**config.mk**
```make
export PLATFORM = sky130hd
export DESIGN_NAME = pc_sequencer
export DESIGN_NICKNAME = d
export VERILOG_FILES = /design/src/rtl/core_pkg.sv /design/src/rtl/pcseq_redirect_buf.sv /design/src/rtl/pc_sequencer.sv
export SDC_FILE = /design/constraint.sdc
export NUM_CORES = 1
export LEC_CHECK = 0
export ABC_CLOCK_PERIOD_IN_PS = 6700
export BUFFER_PORTS_ARGS = -buffer_cell sky130_fd_sc_hd__buf_2
export CORE_MARGIN = 2
export CORE_UTILIZATION = 39
export CTS_BUF_LIST = sky130_fd_sc_hd__clkbuf_16
export CTS_CLUSTER_DIAMETER = 60
export DETAILED_ROUTE_END_ITERATION = 6
export GPL_TIMING_DRIVEN = 0
export MAX_ROUTING_LAYER = met4
export SYNTH_ARGS = -nofsm -noshare
export SYNTH_HDL_FRONTEND = slang
export SYNTH_SLANG_ARGS = --single-unit
export TNS_END_PERCENT = 10
```
**constraint.sdc**
```tcl
create_clock -name clk -period 6.7 [get_ports clk]
set_input_delay 1.34 -clock clk [delete_from_list [all_inputs] [get_ports clk]]
set_output_delay 1.34 -clock clk [all_outputs]
set_load 0.01 [all_outputs]
```
**src/rtl/core_pkg.sv**
```systemverilog
// Shared core definitions for the fetch-stage PC sequencer.
//   pcseq_state_e : sequencer FSM states
//   INSTR_BYTES   : sequential PC increment
//   RESET_VEC_DEF : default first fetch address after reset
package core_pkg;

  typedef enum logic [1:0] {
    BOOT,
    RUN,
    HOLD,
    HALTED
  } pcseq_state_e;

  localparam int unsigned INSTR_BYTES   = 4;
  localparam logic [63:0] RESET_VEC_DEF = 64'h0;

endpackage

```
**src/rtl/pcseq_redirect_buf.sv**
```systemverilog
// Pending-redirect register: holds one redirect captured while fetch is stalled.
// A trap-class entry is sticky; a branch entry may be replaced by any new
// candidate (trap or branch).
//   clk, rst         : clock, async active-low reset
//   cap_en           : capture window (fetch stalled in RUN/HOLD)
//   clr              : pending entry has been applied, drop it
//   cand_*           : this cycle's redirect candidate
//   pend_*           : stored entry
//   load_c           : candidate is being written this cycle
module pcseq_redirect_buf #(
  parameter int unsigned XLEN = 64
) (
  input  logic            clk,
  input  logic            rst,
  input  logic            cap_en,
  input  logic            clr,
  input  logic            cand_valid,
  input  logic [XLEN-1:0] cand_target,
  input  logic            cand_is_trap,
  output logic            pend_valid,
  output logic [XLEN-1:0] pend_target,
  output logic            pend_is_trap,
  output logic            load_c
);

  // Only an empty slot or a branch entry accepts a new candidate.
  assign load_c = cap_en & cand_valid & (~pend_valid | ~pend_is_trap);

  always_ff @(posedge clk or negedge rst) begin
    if (!rst) begin
      pend_valid   <= 1'b0;
      pend_target  <= '0;
      pend_is_trap <= 1'b0;
    end else if (clr) begin
      pend_valid   <= 1'b0;
      pend_is_trap <= 1'b0;
    end else if (load_c) begin
      pend_valid   <= 1'b1;
      pend_target  <= cand_target;
      pend_is_trap <= cand_is_trap;
    end
  end

endmodule

```
**src/rtl/pc_sequencer.sv**
```systemverilog
// Next-PC controller for the fetch-stage PC register.
// Selects PC+4, execute redirect or trap redirect; buffers redirects that
// arrive while fetch is stalled; supports debug halt/resume.
//   clk, rst                 : clock, async active-low reset
//   PCF                      : current PC
//   StallF_in                : hazard-unit fetch stall
//   PCSrcE, PCTargetE        : execute-stage taken branch/jump and target
//   trap_req, trap_vec       : trap redirect request and handler address
//   halt_req, resume_req     : debug halt/resume levels
//   PCnext, StallF           : to the PC register
//   FlushD, FlushE           : pipeline flushes
//   misalign_o               : misaligned branch target pulse
//   halted                   : high while halted
//   redirect_cnt             : saturating count of applied redirects
module pc_sequencer
  import core_pkg::*;
#(
  parameter int unsigned     XLEN      = 64,
  parameter logic [XLEN-1:0] RESET_VEC = XLEN'(RESET_VEC_DEF),
  parameter int unsigned     CNT_W     = 32
) (
  input  logic             clk,
  input  logic             rst,
  input  logic [XLEN-1:0]  PCF,
  input  logic             StallF_in,
  input  logic             PCSrcE,
  input  logic [XLEN-1:0]  PCTargetE,
  input  logic             trap_req,
  input  logic [XLEN-1:0]  trap_vec,
  input  logic             halt_req,
  input  logic             resume_req,
  output logic [XLEN-1:0]  PCnext,
  output logic             StallF,
  output logic             FlushD,
  output logic             FlushE,
  output logic             misalign_o,
  output logic             halted,
  output logic [CNT_W-1:0] redirect_cnt
);

  pcseq_state_e state, state_n;

  logic            cand_valid;
  logic            cand_mis;
  logic            cand_is_trap;
  logic [XLEN-1:0] cand_target;

  logic            cap_en;
  logic            clr;
  logic            apply;
  logic            pend_valid;
  logic [XLEN-1:0] pend_target;
  logic            pend_is_trap;
  logic            buf_load;

  // Redirect candidate: trap first, then branch; a misaligned branch target
  // is turned into a trap-class redirect to trap_vec.
  always_comb begin
    cand_valid   = trap_req | PCSrcE;
    cand_mis     = ~trap_req & PCSrcE & (PCTargetE[1:0] != 2'b00);
    cand_is_trap = trap_req | cand_mis;
    cand_target  = cand_is_trap ? trap_vec : PCTargetE;
  end

  pcseq_redirect_buf #(
    .XLEN (XLEN)
  ) u_buf (
    .clk          (clk),
    .rst          (rst),
    .cap_en       (cap_en),
    .clr          (clr),
    .cand_valid   (cand_valid),
    .cand_target  (cand_target),
    .cand_is_trap (cand_is_trap),
    .pend_valid   (pend_valid),
    .pend_target  (pend_target),
    .pend_is_trap (pend_is_trap),
    .load_c       (buf_load)
  );

  // State register.
  always_ff @(posedge clk or negedge rst) begin
    if (!rst) begin
      state <= BOOT;
    end else begin
      state <= state_n;
    end
  end

  // Next-state and output decode.
  always_comb begin
    state_n    = state;
    PCnext     = PCF;
    StallF     = 1'b0;
    FlushD     = 1'b0;
    FlushE     = 1'b0;
    misalign_o = 1'b0;
    halted     = 1'b0;
    apply      = 1'b0;
    cap_en     = 1'b0;
    clr        = 1'b0;

    unique case (state)
      BOOT: begin
        PCnext  = RESET_VEC;
        FlushD  = 1'b1;
        state_n = RUN;
      end

      RUN: begin
        if (StallF_in) begin
          StallF     = 1'b1;
          cap_en     = 1'b1;
          misalign_o = cand_mis;
          if (cand_valid) state_n = HOLD;
        end else if (cand_valid) begin
          PCnext     = cand_target;
          FlushD     = 1'b1;
          FlushE     = cand_is_trap;
          misalign_o = cand_mis;
          apply      = 1'b1;
        end else begin
          PCnext = PCF + XLEN'(INSTR_BYTES);
          if (halt_req) begin
            StallF  = 1'b1;
            state_n = HALTED;
          end
        end
      end

      HOLD: begin
        PCnext = pend_target;
        StallF = StallF_in;
        if (StallF_in) begin
          cap_en     = 1'b1;
          misalign_o = cand_mis & buf_load;
        end else begin
          FlushD  = pend_valid;
          FlushE  = pend_valid & pend_is_trap;
          apply   = pend_valid;
          clr     = 1'b1;
          state_n = RUN;
        end
      end

      HALTED: begin
        StallF = 1'b1;
        halted = 1'b1;
        if (trap_req) begin
          PCnext  = trap_vec;
          StallF  = 1'b0;
          FlushD  = 1'b1;
          FlushE  = 1'b1;
          apply   = 1'b1;
          state_n = RUN;
        end else if (resume_req) begin
          state_n = RUN;
        end
      end

      default: state_n = BOOT;
    endcase

    // Outputs sit at their reset values while reset is asserted.
    if (!rst) begin
      PCnext     = RESET_VEC;
      StallF     = 1'b0;
      FlushD     = 1'b0;
      FlushE     = 1'b0;
      misalign_o = 1'b0;
      halted     = 1'b0;
      apply      = 1'b0;
      cap_en     = 1'b0;
      clr        = 1'b0;
    end
  end

  // Saturating applied-redirect counter.
  always_ff @(posedge clk or negedge rst) begin
    if (!rst) begin
      redirect_cnt <= '0;
    end else if (apply && (redirect_cnt != '1)) begin
      redirect_cnt <= redirect_cnt + CNT_W'(1);
    end
  end

endmodule
```
---- Word-level counts from Yosys, hierarchy flattened ----
Cells that the tools add are included.
word-level totals
  register bits ........................... 100
  input bits .............................. 199
  output and inout port bits .............. 101
  logic and storage cells ................. 86
operators by class
  $add $sub $neg .......................... 2
  equality and inequality tests ........... 9
  multiplexer cells ....................... 50
  bitwise logic cells ..................... 13
  reductions and logical operators ........ 7
operators by type and width
  operator                                                                 number
  64-bit two-way mux                                                       5
  64-bit case mux with 4 select lines                                      1
  64-bit by 3-bit adder with 64-bit output, second input constant          1
  32-bit by 1-bit adder with 32-bit output, second input constant          1
  32-bit inequality test, second input constant                            1
  1-bit two-way mux                                                        31
  2-bit two-way mux                                                        7
  3-bit inequality test, second input constant                             3
  1-bit case mux with 3 select lines                                       3
  2-bit case mux with 4 select lines                                       1
  1-bit bitwise AND                                                        6
  5-bit AND reduction                                                      1
  2-bit equality test, second input constant                               2
  1-bit NOT                                                                4
  1-bit case mux with 4 select lines                                       1
  2-bit nonzero test                                                       2
  3-bit by 2-bit inequality test with 1-bit output, second input constant  1
  1-bit bitwise OR                                                         3
  2-bit by 1-bit equality test with 1-bit output, second input constant    1
  2-bit logical NOT                                                        1
  2-bit inequality test, second input constant                             1
  1-bit case mux with 2 select lines                                       1
  2-bit AND reduction                                                      1
  2-bit OR reduction                                                       1
  1-bit logical AND                                                        1

---- Depth between registers and ports, before layout ----
Gate-level depths: netlist of the first run.
  word-level depth ........................ 10
  mapped depth ............................ 9
  gate-level depth less buffers ........... 8

---- By module ----
From an unflattened synthesis of the first run, not the netlist that was laid out.
second synthesis, totals
  cells, all modules ...................... 1135
  area, all modules ....................... 9783.1 um^2
modules (own cells, without submodules)
  module              instances  cells an instance  area an instance (um^2)
  pc_sequencer        1          991                7290.7
  pcseq_redirect_buf  1          144                2492.4

---- Worst setup path after synthesis of the first run ----
Ideal clock, no wire load.
  path type ............................... input -> output
  start ................................... input PCF[2]
  end ..................................... output PCnext[52]
  arrival ................................. 3108 ps
  setup slack ............................. 2252 ps
  cell stages on the path ................. 7
  buffers on the path ..................... 0
  cell sequence ........................... ha_1 > nand3_1 > or3_1 > or4_1 > o31a_1 > o31ai_1 > a21oi_1
between the ends
  cells in the longest elaborated chain, start to end .. 5
ends and longest elaborated chain
  what                                      line                 RTL
  start, declared                           pc_sequencer.sv:24   input logic [XLEN-1:0] PCF,
  64-bit by 3-bit adder with 64-bit output  pc_sequencer.sv:123  PCnext = PCF + XLEN'(INSTR_BYTES);
  64-bit two-way mux                        pc_sequencer.sv:116  end else if (cand_valid) begin
  64-bit two-way mux                        pc_sequencer.sv:111  if (StallF_in) begin
  64-bit case mux with 4 select lines       pc_sequencer.sv:103  unique case (state)
  64-bit two-way mux                        pc_sequencer.sv:165  if (!rst) begin
  end, declared                             pc_sequencer.sv:32   output logic [XLEN-1:0] PCnext,
No other way between the ends.

---- Worst setup path after layout of the first run ----
  start ................................... input PCF[2]
  end ..................................... output PCnext[54]
The elaborated chain is that of the path after synthesis.

==> impl_metrics.csv, run 1 <==
group,metric,value,unit
run_status,status,"complete, no violations",
setup_path,cp_slowest_cell,"nor3_1",
sta,drv_slew,0,
sta,setup-tns-final,0,ns
sta,hold_viol,0,
detailed_routing,drt_iter0_markers,935,
grt,grt_pass1_vias,9910,
placement,pre_cts_slack,0.969,ns
synthesis,ys_types,58,
synthesis,synth_area,9040,um^2
synthesis,synthCells,1137,
synthesis,async_flop_share,100,%
floorplanning,die_h,156,um
grt,overflow,0,
finish,final_common_cell,"buf_2",
placement,place_inst,1717,
floorplanning,core_region_area,22700,um^2
setup_path,critPathArrivalTime,4.57,ns
cts,worstSkewPairLatency,0.38,ns
detailed_routing,wire_per_inst,21.1,um
cts,cts_root_buf,"clkbuf_16",
cts,clock-sinks,100,
detailed_routing,dr.pass1.iters,7,
floorplanning,fp.dieW,156,um
grt,antenna_found_initial,10,
sta,whs,0.487,ns
setup_path,crit_chain,"buf_2 -> ha_1 -> nand3_1 -> nor3_1 -> nand4_1 -> o31a_1 -> o31ai_1 -> a21oi_1 -> buf_2",
synthesis,ys_ff_latch,100,
synthesis,syn_nets,1342,
sta,slew-limit-headroom,6.74,%
grt,grt_start_max_net_pins,76,
cts,clk_path_buf_depth,2,
cts,postCtsSetupBuffers,0,
cts,cts_hold_buf,0,
sta,post-route-period-util,88.2,%
cts,cts_tree,"yes",
run,drv_cap,0,
sta,fmax,169,MHz
sta,worst_pin_slew,1.39,ns
finish,mostFrequentLayoutCells,"buf_2, a21oi_1, nor2_1, dfrtp_1, o21ai_0",
cts,cts_buffers,9,
sta,fin_crit,5.91,ns
synthesis,synth-edff-count,0,
setup_path,path_class,"primary input to output port",
placement,io_buffers,294,
floorplanning,io_pins,300,
placement,hpwl,27800,um
pwr,power.leakage,4.72,nW
detailed_routing,ant_nets,0,
sta,skew,0.0107,ns
finish,layoutNonFillerInstCount,1744,
finish,fin_nets,1648,
synthesis,syn_avg_cell_area,7.95,um^2
detailed_routing,vias,10400,
sta,grt_setup_unrepaired,"false",
synthesis,yosysWarnings,0,
detailed_routing,route.detailed.drc,0,
setup_path,worstPathMaxFanout,9,
cts,cts_max_level,3,
setup_path,start_kind,"primary input",
setup_path,required,5.36,ns
detailed_routing,detail_route.vias_per_cell,5.97,
cts,cts_resized,0,
placement,placedInstanceArea,10900,um^2
sta,setup_viol,0,
floorplanning,dieArea,24400,um^2
cts,clk_pin_slew,0.08,ns
finish,fin_area,11200,um^2
pwr,p_per_area,287,nW/um^2
floorplanning,num_rows,55,
synthesis,ys_seq_area_share,27.7,%
floorplanning,start_util,39.8,%
setup_path,end_kind,"output port",
setup_path,critPathMaxStageDelay,1.17,ns
placement,gp_congestion,0.933,
grt,grt_pass1_wl,55800,um
finish,final_layout_size_suffix_gt1_share,28.4,%
finish,fillers,2351,
detailed_routing,drt-total-wl,36700,um
min_path,min_path_type,"register to register",
grt,grt_use_total,30.3,%
sta,fin_ws,0.793,ns
pwr,peakVddDrop,0.143,mV
finish,syn_to_final_growth,24.4,%
setup_path,critPathMostFrequentCell,"buf_2",
synthesis,ys.flop_type,"dfrtp_1",
[metrics by stage]
stage / utilization [%] / power (mW)
final: 49.5 / 3.23
after global routing: 49.5 / 3.46
after CTS: 49.4 / 3.22
after detailed placement: 48.0 / 2.63
after global placement: 47.8 / 2.61
after floorplan: - / 2.01
[state kept, by name, summed over array words and instances (netlist names)]
name and cells:
redirect_cnt 32, state 2, u_buf.pend_is_trap 1, u_buf.pend_target 64, u_buf.pend_valid 1
[worst max-delay path, delay by kind of cell]
kind	cells	cell delay [ns]
compound gates	3	0.79
simple gates	3	1.93
buf+inv	2	0.29
fa+ha+maj	1	0.20
[logic make-up (layout without fill, tap and decap cells)]
kind of cell	after synthesis	in the layout	share of synthesized area (%)
AOI/OAI and AO/OA	419	419	27.7
and+or+nand+nor	331	331	18.9
muxes	123	123	14.4
buffers and inverters	105	416	5.32
DFF	100	100	27.7
xor gates and xnor gates	53	53	5.14
adders and majority gates	6	6	0.831
other	0	11	0
[metal layers]
layer	GRT usage [%]	wire length [um]	vias up
met5	-	0	-
met4	10.9	1030	0
met3	4.54	3210	67
met2	46.7	16900	535
met1	40.7	15500	4907
li1	-	-	4903
[power by group]
part	switching [mW]	internal (mW)	leakage, nW	total [mW]
clock	0.302	0.270	0.152	0.572
sequential	0.136	0.822	1.19	0.958
combinational	1.04	0.657	3.38	1.70
[final timing paths]
kind,from,endpoint,slack [ns],depth (start not counted)
setup / recovery,PCF[2],PCnext[54],0.79,9
hold / removal,redirect_cnt[4]$_DFFE_PN0P_,redirect_cnt[4]$_DFFE_PN0P_,0.49,1
setup reg to reg,state[1]$_DFFE_PN0P_,redirect_cnt[10]$_DFFE_PN0P_,3.70,9
hold reg to reg,redirect_cnt[4]$_DFFE_PN0P_,redirect_cnt[4]$_DFFE_PN0P_,0.49,1
max in group asynchronous,rst,u_buf.pend_target[21]$_DFFE_PN0P_,5.14,2
min in group asynchronous,rst,u_buf.pend_target[54]$_DFFE_PN0P_,0.85,1
[synthesized netlist by cell type (7+ instances only)]
cell type | number | area share, %
a21oi_1 | 181 | 10
nor2_1 | 104 | 4.3
dfrtp_1 | 100 | 28
o21ai_0 | 93 | 5.2
clkbuf_1 | 69 | 2.9
mux2i_1 | 64 | 7.1
mux2_2 | 59 | 7.4
a22oi_1 | 58 | 4.8
nand2_1 | 57 | 2.4
xnor2_1 | 43 | 4.2
nand4_1 | 38 | 2.6
nand3_1 | 34 | 1.9
o31ai_1 | 27 | 2.2
nor3_1 | 22 | 1.2
nor4_1 | 18 | 1.2
inv_1 | 16 | 0.66
o21a_1 | 13 | 1.1
buf_2 | 12 | 0.66
and3_1 | 11 | 0.76
xor2_1 | 10 | 0.97
o31a_1 | 9 | 0.87
and4_1 | 7 | 0.68
o211ai_1 | 7 | 0.58
[final cells by class]
cell class / count / area [um^2] / share of cell area [%]
Antenna cell: 11 / 27.5 / 0.245
Buffer: 89 / 420 / 3.74
Clock buffer: 9 / 225 / 2.00
Clock inverter: 7 / 88.8 / 0.790
Multi-Input combinational cell: 932 / 6050 / 53.9
Inverter: 16 / 60.1 / 0.534
Tap cell: 285 / 357 / 3.17
Timing Repair Buffer: 295 / 1510 / 13.4
Sequential cell: 100 / 2500 / 22.3
Note: power is estimated with default switching activity, not from simulation.
==> run 2: changes to the inputs <==
--- a/config.mk
+++ b/config.mk
@@ -7,6 +7,7 @@
 export LEC_CHECK = 0
 export ABC_CLOCK_PERIOD_IN_PS = 6700
 export BUFFER_PORTS_ARGS = -buffer_cell sky130_fd_sc_hd__buf_2
+export CORE_ASPECT_RATIO = 1.1
 export CORE_MARGIN = 2
 export CORE_UTILIZATION = 39
 export CTS_BUF_LIST = sky130_fd_sc_hd__clkbuf_16
==> run 2 against run 1 <==
The run now ends with design-rule violations left. Core utilization down 0.20 points. Clock power down 2%. Critical path depth unchanged. Die area about the same. Combinational power about the same. Non-clock buffer count unchanged. Critical endpoint unchanged. Largest cell class unchanged.
==> impl_metrics.csv, run 2 (same netlist as run 1, synthesis figures left out) <==
group,metric,value,unit
grt,grt_start_max_net_pins,76,
floorplanning,dieArea,24400,um^2
sta,drv_slew,0,
grt,grt_busiest_layer,"met2",
floorplanning,num_rows,58,
floorplanning,die_h,164,um
finish,final_core_utilization,49.3,%
sta,post-route-period-util,84.1,%
grt,grt_pass1_vias,9763,
pwr,p_comb_share,52.6,%
setup_path,end_kind,"output port",
setup_path,worstPathMaxFanout,9,
sta,fmax,177,MHz
cts,postCtsSetupBuffers,0,
run_status,violations,"design-rule violations",
run_status,status,"finished, violations left",
detailed_routing,dr.pass1.iters,7,
pwr,p_per_area,285,nW/um^2
detailed_routing,route.detailed.drc,2,
cts,worstSkewPairLatency,0.38,ns
grt,grt_use_total,29.8,%
sta,fin_ws,1.06,ns
placement,hpwl,27700,um
detailed_routing,drt_iter0_markers,692,
cts,clock-sinks,100,
grt,grt_use_met3,5.45,%
floorplanning,io_pins,300,
detailed_routing,drt-total-wl,36300,um
pwr,clkPwrFrac,17.5,%
grt,use_met1,39.0,%
grt,grt_pass1_wl,54700,um
grt,antenna_found_initial,6,
cts,cts_tree,"yes",
min_path,hold_start,"redirect_cnt[4]$_DFFE_PN0P_",
pwr,switching_share,45.6,%
placement,gp_congestion,0.947,
cts,cts_buffers,9,
setup_path,critPathTopFamily,"simple AND/OR/NAND/NOR gates",
detailed_routing,detail_route.vias_per_cell,5.92,
setup_path,r2r_start,"state[0]$_DFFE_PN0P_",
detailed_routing,ant_nets,0,
finish,final_common_cell,"buf_2",
setup_path,timing.critical_path.buf_inv,2,
finish,mostFrequentLayoutCells,"buf_2, a21oi_1, nor2_1, dfrtp_1, o21ai_0",
floorplanning,start_util,39.7,%
sta,hold_viol,0,
finish,fin_nets,1648,
detailed_routing,vias,10400,
sta,setup_viol,0,
finish,largest_reg_flops,64,
sta,grt_setup_unrepaired,"false",
pwr,switching_power,1.46,mW
setup_path,start_kind,"primary input",
setup_path,crit_chain,"buf_2 -> ha_1 -> nand3_1 -> nor3_1 -> nand4_1 -> o31a_1 -> o31ai_1 -> a21oi_1 -> buf_2",
cts,cts_root_buf,"clkbuf_16",
finish,syn_to_final_growth,24.3,%
cts,clk_pin_slew,0.08,ns
cts,clk_path_buf_depth,2,
setup_path,required,5.36,ns
grt,use_met2,46.1,%
setup_path,cp_slowest_cell,"nor3_1",
cts,cts_resized,0,
pwr,p_seq_share,29.8,%
pwr,power.internal,1.74,mW
setup_path,setup.worst_path.start,"PCF[2]",
cts,cts_max_level,3,
run,drv_cap,0,
cts,cts_hold_buf,0,
finish,fillers,2368,
detailed_routing,wire_per_inst,20.7,um
placement,pre_cts_slack,1.12,ns
finish,largest_register,"u_buf.pend_target",
finish,reg.largest.list,"u_buf.pend_target x64, redirect_cnt x32, state x2",
finish,final_layout_size_suffix_gt1_share,28.4,%
sta,slew-limit-headroom,26.0,%
min_path,min_path_type,"register to register",
sta,worst_pin_slew,1.10,ns
floorplanning,core_region_area,22800,um^2
setup_path,critPathArrivalTime,4.30,ns
pwr,power.leakage,4.71,nW
setup_path,path_class,"primary input to output port",
placement,io_buffers,294,
finish,multi_input_area,6050,um^2
floorplanning,fp.dieW,149,um
pwr,peakVddDrop,0.138,mV
finish,seq_area,2500,um^2
setup_path,critPathMaxStageDelay,0.96,ns
sta,fin_crit,5.64,ns
grt,overflow,0,
sta,skew,0.0131,ns
setup_path,critPathMostFrequentCell,"buf_2",
run 2: worst paths after layout:
check / end / cells past startpoint / slack (ns)
max: PCnext[54] / 9 / 1.06
min: redirect_cnt[4]$_DFFE_PN0P_ / 1 / 0.49
max reg2reg: u_buf.pend_target[59]$_DFFE_PN0P_ / 8 / 3.69
min reg2reg: redirect_cnt[4]$_DFFE_PN0P_ / 1 / 0.49
max in group asynchronous: redirect_cnt[26]$_DFFE_PN0P_ / 2 / 5.14
min in group asynchronous: u_buf.pend_target[28]$_DFFE_PN0P_ / 1 / 0.84
run 2: final cells by class:
type	instances	area share (%)
Multi-Input combinational cell	932	53.9
Sequential cell	100	22.3
Timing Repair Buffer	295	13.4
Buffer	89	3.74
Tap cell	300	3.34
Clock buffer	9	2.00
Clock inverter	7	0.657
Inverter	16	0.535
Antenna cell	7	0.156
run 2: layer usage:
metal,vias to the layer above,part of all wire (%)
met2,505,46
met3,63,8.6
li1,4904,-
met5,-,0
met1,4926,43
met4,0,3.1
run 2: through the flow:
step	instance area (um^2)	hold slack, ns	cells	TNS [ns]	power (mW)
2_1_floorplan	9040	0.482	1137	0	2.01
3_3_place_gp	10900	0.473	1731	-0.0463	2.60
3_5_place_dp	10900	0.482	1732	0	2.63
4_1_cts	11200	0.493	1748	0	3.20
5_1_grt	11200	0.523	1754	0	3.45
6_report	11200	0.495	1755	0	3.21
run 2: power groups by stage:
stage	logic [mW]	clock network (mW)	registers [mW]
after detailed placement	1.67	0	0.964
after CTS	1.68	0.568	0.952
after global placement	1.65	0	0.955
after global routing	1.87	0.589	0.984
final	1.69	0.562	0.957
after floorplan	1.08	0	0.937
==> run 3: changes to the inputs <==
--- a/config.mk
+++ b/config.mk
@@ -5,7 +5,7 @@
 export SDC_FILE = /design/constraint.sdc
 export NUM_CORES = 1
 export LEC_CHECK = 0
-export ABC_CLOCK_PERIOD_IN_PS = 6700
+export ABC_CLOCK_PERIOD_IN_PS = 5000
 export BUFFER_PORTS_ARGS = -buffer_cell sky130_fd_sc_hd__buf_2
 export CORE_ASPECT_RATIO = 1.1
 export CORE_MARGIN = 2
@@ -15,6 +15,7 @@
 export DETAILED_ROUTE_END_ITERATION = 6
 export GPL_TIMING_DRIVEN = 0
 export MAX_ROUTING_LAYER = met4
+export PLACE_DENSITY = 0.67
 export SYNTH_ARGS = -nofsm -noshare
 export SYNTH_HDL_FRONTEND = slang
 export SYNTH_SLANG_ARGS = --single-unit
==> constraint.sdc (replaced) <==
create_clock -name clk -period 5 [get_ports clk]
set_input_delay 1 -clock clk [delete_from_list [all_inputs] [get_ports clk]]
set_output_delay 1 -clock clk [all_outputs]
set_load 0.01 [all_outputs]
==> run 3 against run 2 <==
The flow now finishes without violations. Sequential power grew 34%. Core utilization is essentially flat. Critical path type unchanged. Via count grew 1.6%. Critical path depth is the same. Clock power grew 32%. Largest power group unchanged. Register-to-register slack lost 1.6 ns. Count of clock-buffer cells in the layout is the same. Non-clock buffer count is the same.
==> impl_metrics.csv, run 3 (same netlist as run 1, synthesis figures left out) <==
group,metric,value,unit
sta,fin_crit,4.78,ns
grt,grt_use_met3,4.44,%
cts,cts_tree,"yes",
floorplanning,die_h,164,um
setup_path,critPathArrivalTime,3.78,ns
sta,grt_setup_unrepaired,"true",
detailed_routing,ant_nets,0,
cts,clk_pin_slew,0.08,ns
placement,hpwl,27400,um
pwr,switching_power,1.95,mW
pwr,clkPwrFrac,17.2,%
sta,fmax,209,MHz
grt,grt_pass1_vias,9724,
setup_path,end_kind,"output port",
setup_path,cp_slowest_cell,"clkbuf_1",
placement,io_buffers,294,
floorplanning,io_pins,300,
setup_path,critPathMostFrequentCell,"clkbuf_1",
pwr,p_seq_share,29.9,%
cts,clock-sinks,100,
finish,final_core_utilization,49.3,%
finish,mostFrequentLayoutCells,"buf_2, a21oi_1, nor2_1, dfrtp_1, o21ai_0",
pwr,p_per_area,382,nW/um^2
finish,largest_reg_flops,64,
finish,fin_nets,1648,
detailed_routing,drt_iter0_markers,1007,
placement,gp_congestion,0.959,
cts,cts_root_buf,"clkbuf_16",
sta,setup_viol,0,
placement,place_inst,1732,
floorplanning,start_util,39.7,%
grt,grt_pass1_wl,53500,um
sta,skew,0.00929,ns
detailed_routing,dr.pass1.iters,6,
sta,hold_viol,0,
detailed_routing,detail_route.vias_per_cell,6.04,
setup_path,crit_chain,"buf_2 -> clkbuf_1 -> clkbuf_1 -> clkbuf_1 -> nand2_1 -> o21ai_0 -> a22oi_1 -> a21oi_1 -> buf_2",
detailed_routing,route.detailed.drc,0,
floorplanning,dieArea,24400,um^2
sta,worst_pin_slew,0.949,ns
grt,use_met1,37.8,%
sta,drv_slew,0,
cts,clk_path_buf_depth,2,
sta,slew-limit-headroom,36.3,%
run_status,status,"complete, no violations",
grt,antenna_found_initial,0,
grt,grt_busiest_layer,"met2",
finish,fin_area,11200,um^2
sta,fin_ws,0.221,ns
finish,final_layout_size_suffix_gt1_share,28.5,%
placement,pre_cts_slack,-0.0450,ns
cts,worstSkewPairLatency,0.37,ns
pwr,peakVddDrop,0.171,mV
finish,largest_register,"u_buf.pend_target",
setup_path,timing.critical_path.buf_inv,5,
sta,post-route-period-util,95.6,%
pwr,switching_share,45.5,%
finish,layoutNonFillerInstCount,1750,
floorplanning,core_region_area,22800,um^2
floorplanning,num_rows,58,
run,drv_cap,0,
setup_path,required,4.00,ns
detailed_routing,vias,10600,
setup_path,start_kind,"primary input",
finish,reg.largest.list,"u_buf.pend_target x64, redirect_cnt x32, state x2",
cts,cts_max_level,3,
pwr,power.leakage,4.72,nW
grt,grt_use_total,29.0,%
floorplanning,fp.dieW,149,um
finish,syn_to_final_growth,24.3,%
grt,overflow,0,
placement,placedInstanceArea,10900,um^2
grt,grt_start_max_net_pins,69,
finish,final_common_cell,"buf_2",
min_path,min_path_type,"register to register",
detailed_routing,wire_per_inst,20.5,um
pwr,power.internal,2.34,mW
setup_path,critPathMaxStageDelay,0.69,ns
pwr,p_comb_share,52.9,%
setup_path,critPathTopFamily,"buffers and inverters",
cts,cts_buffers,9,
grt,use_met2,46.1,%
detailed_routing,drt-total-wl,35800,um
setup_path,worstPathMaxFanout,10,
sta,whs,0.503,ns
setup_path,path_class,"primary input to output port",
[run 3: final cells by class]
class / instances / area [um^2]
Multi-Input combinational cell: 932 / 6060
Sequential cell: 100 / 2500
Antenna cell: 2 / 5.00
Inverter: 16 / 60.1
Fill cell: 2302 / 11600
Tap cell: 300 / 375
Buffer: 89 / 420
Clock inverter: 7 / 76.3
Timing Repair Buffer: 295 / 1500
Clock buffer: 9 / 225
[run 3: final timing paths]
| kind | cells after the start | start | endpoint | slack [ns] |
|---|---|---|---|---|
| setup / recovery | 9 | trap_req | PCnext[52] | 0.22 |
| hold / removal | 1 | redirect_cnt[4]$_DFFE_PN0P_ | redirect_cnt[4]$_DFFE_PN0P_ | 0.50 |
| setup reg to reg | 9 | state[1]$_DFFE_PN0P_ | redirect_cnt[14]$_DFFE_PN0P_ | 2.07 |
| hold reg to reg | 1 | redirect_cnt[4]$_DFFE_PN0P_ | redirect_cnt[4]$_DFFE_PN0P_ | 0.50 |
| max in group asynchronous | 2 | rst | state[0]$_DFFE_PN0P_ | 3.61 |
| min in group asynchronous | 1 | rst | u_buf.pend_target[27]$_DFFE_PN0P_ | 0.61 |
[run 3: routing by layer]
| metal | vias to the layer above | wire (um) |
|---|---|---|
| met5 | - | 0 |
| met2 | 537 | 16600 |
| met4 | 0 | 1090 |
| met1 | 5055 | 15100 |
| li1 | 4893 | - |
| met3 | 82 | 2970 |
[run 3: timing repair]
item | in CTS | in global routing
buffers inserted | 0 | 0
gates resized for setup | 1 | 1
setup endpoints to repair | 1 | 3
hold buffers | 0 | 0
[run 3: metrics by stage]
| step | power (mW) | TNS (ns) |
|---|---|---|
| 5_1_grt | 4.60 | -0.0125 |
| 6_report | 4.29 | 0 |
| 3_3_place_gp | 3.47 | -34.14 |
| 3_5_place_dp | 3.52 | -0.0450 |
| 2_1_floorplan | 2.70 | 0 |
| 4_1_cts | 4.27 | 0 |
[run 3: power groups by stage]
stage               clock network, mW  registers [mW]  logic [mW]
finish                          0.740            1.28        2.27
global route                    0.794            1.32        2.49
CTS                             0.755            1.27        2.24
detailed placement                  0            1.29        2.23
global placement                    0            1.28        2.20
floorplan                           0            1.26        1.44
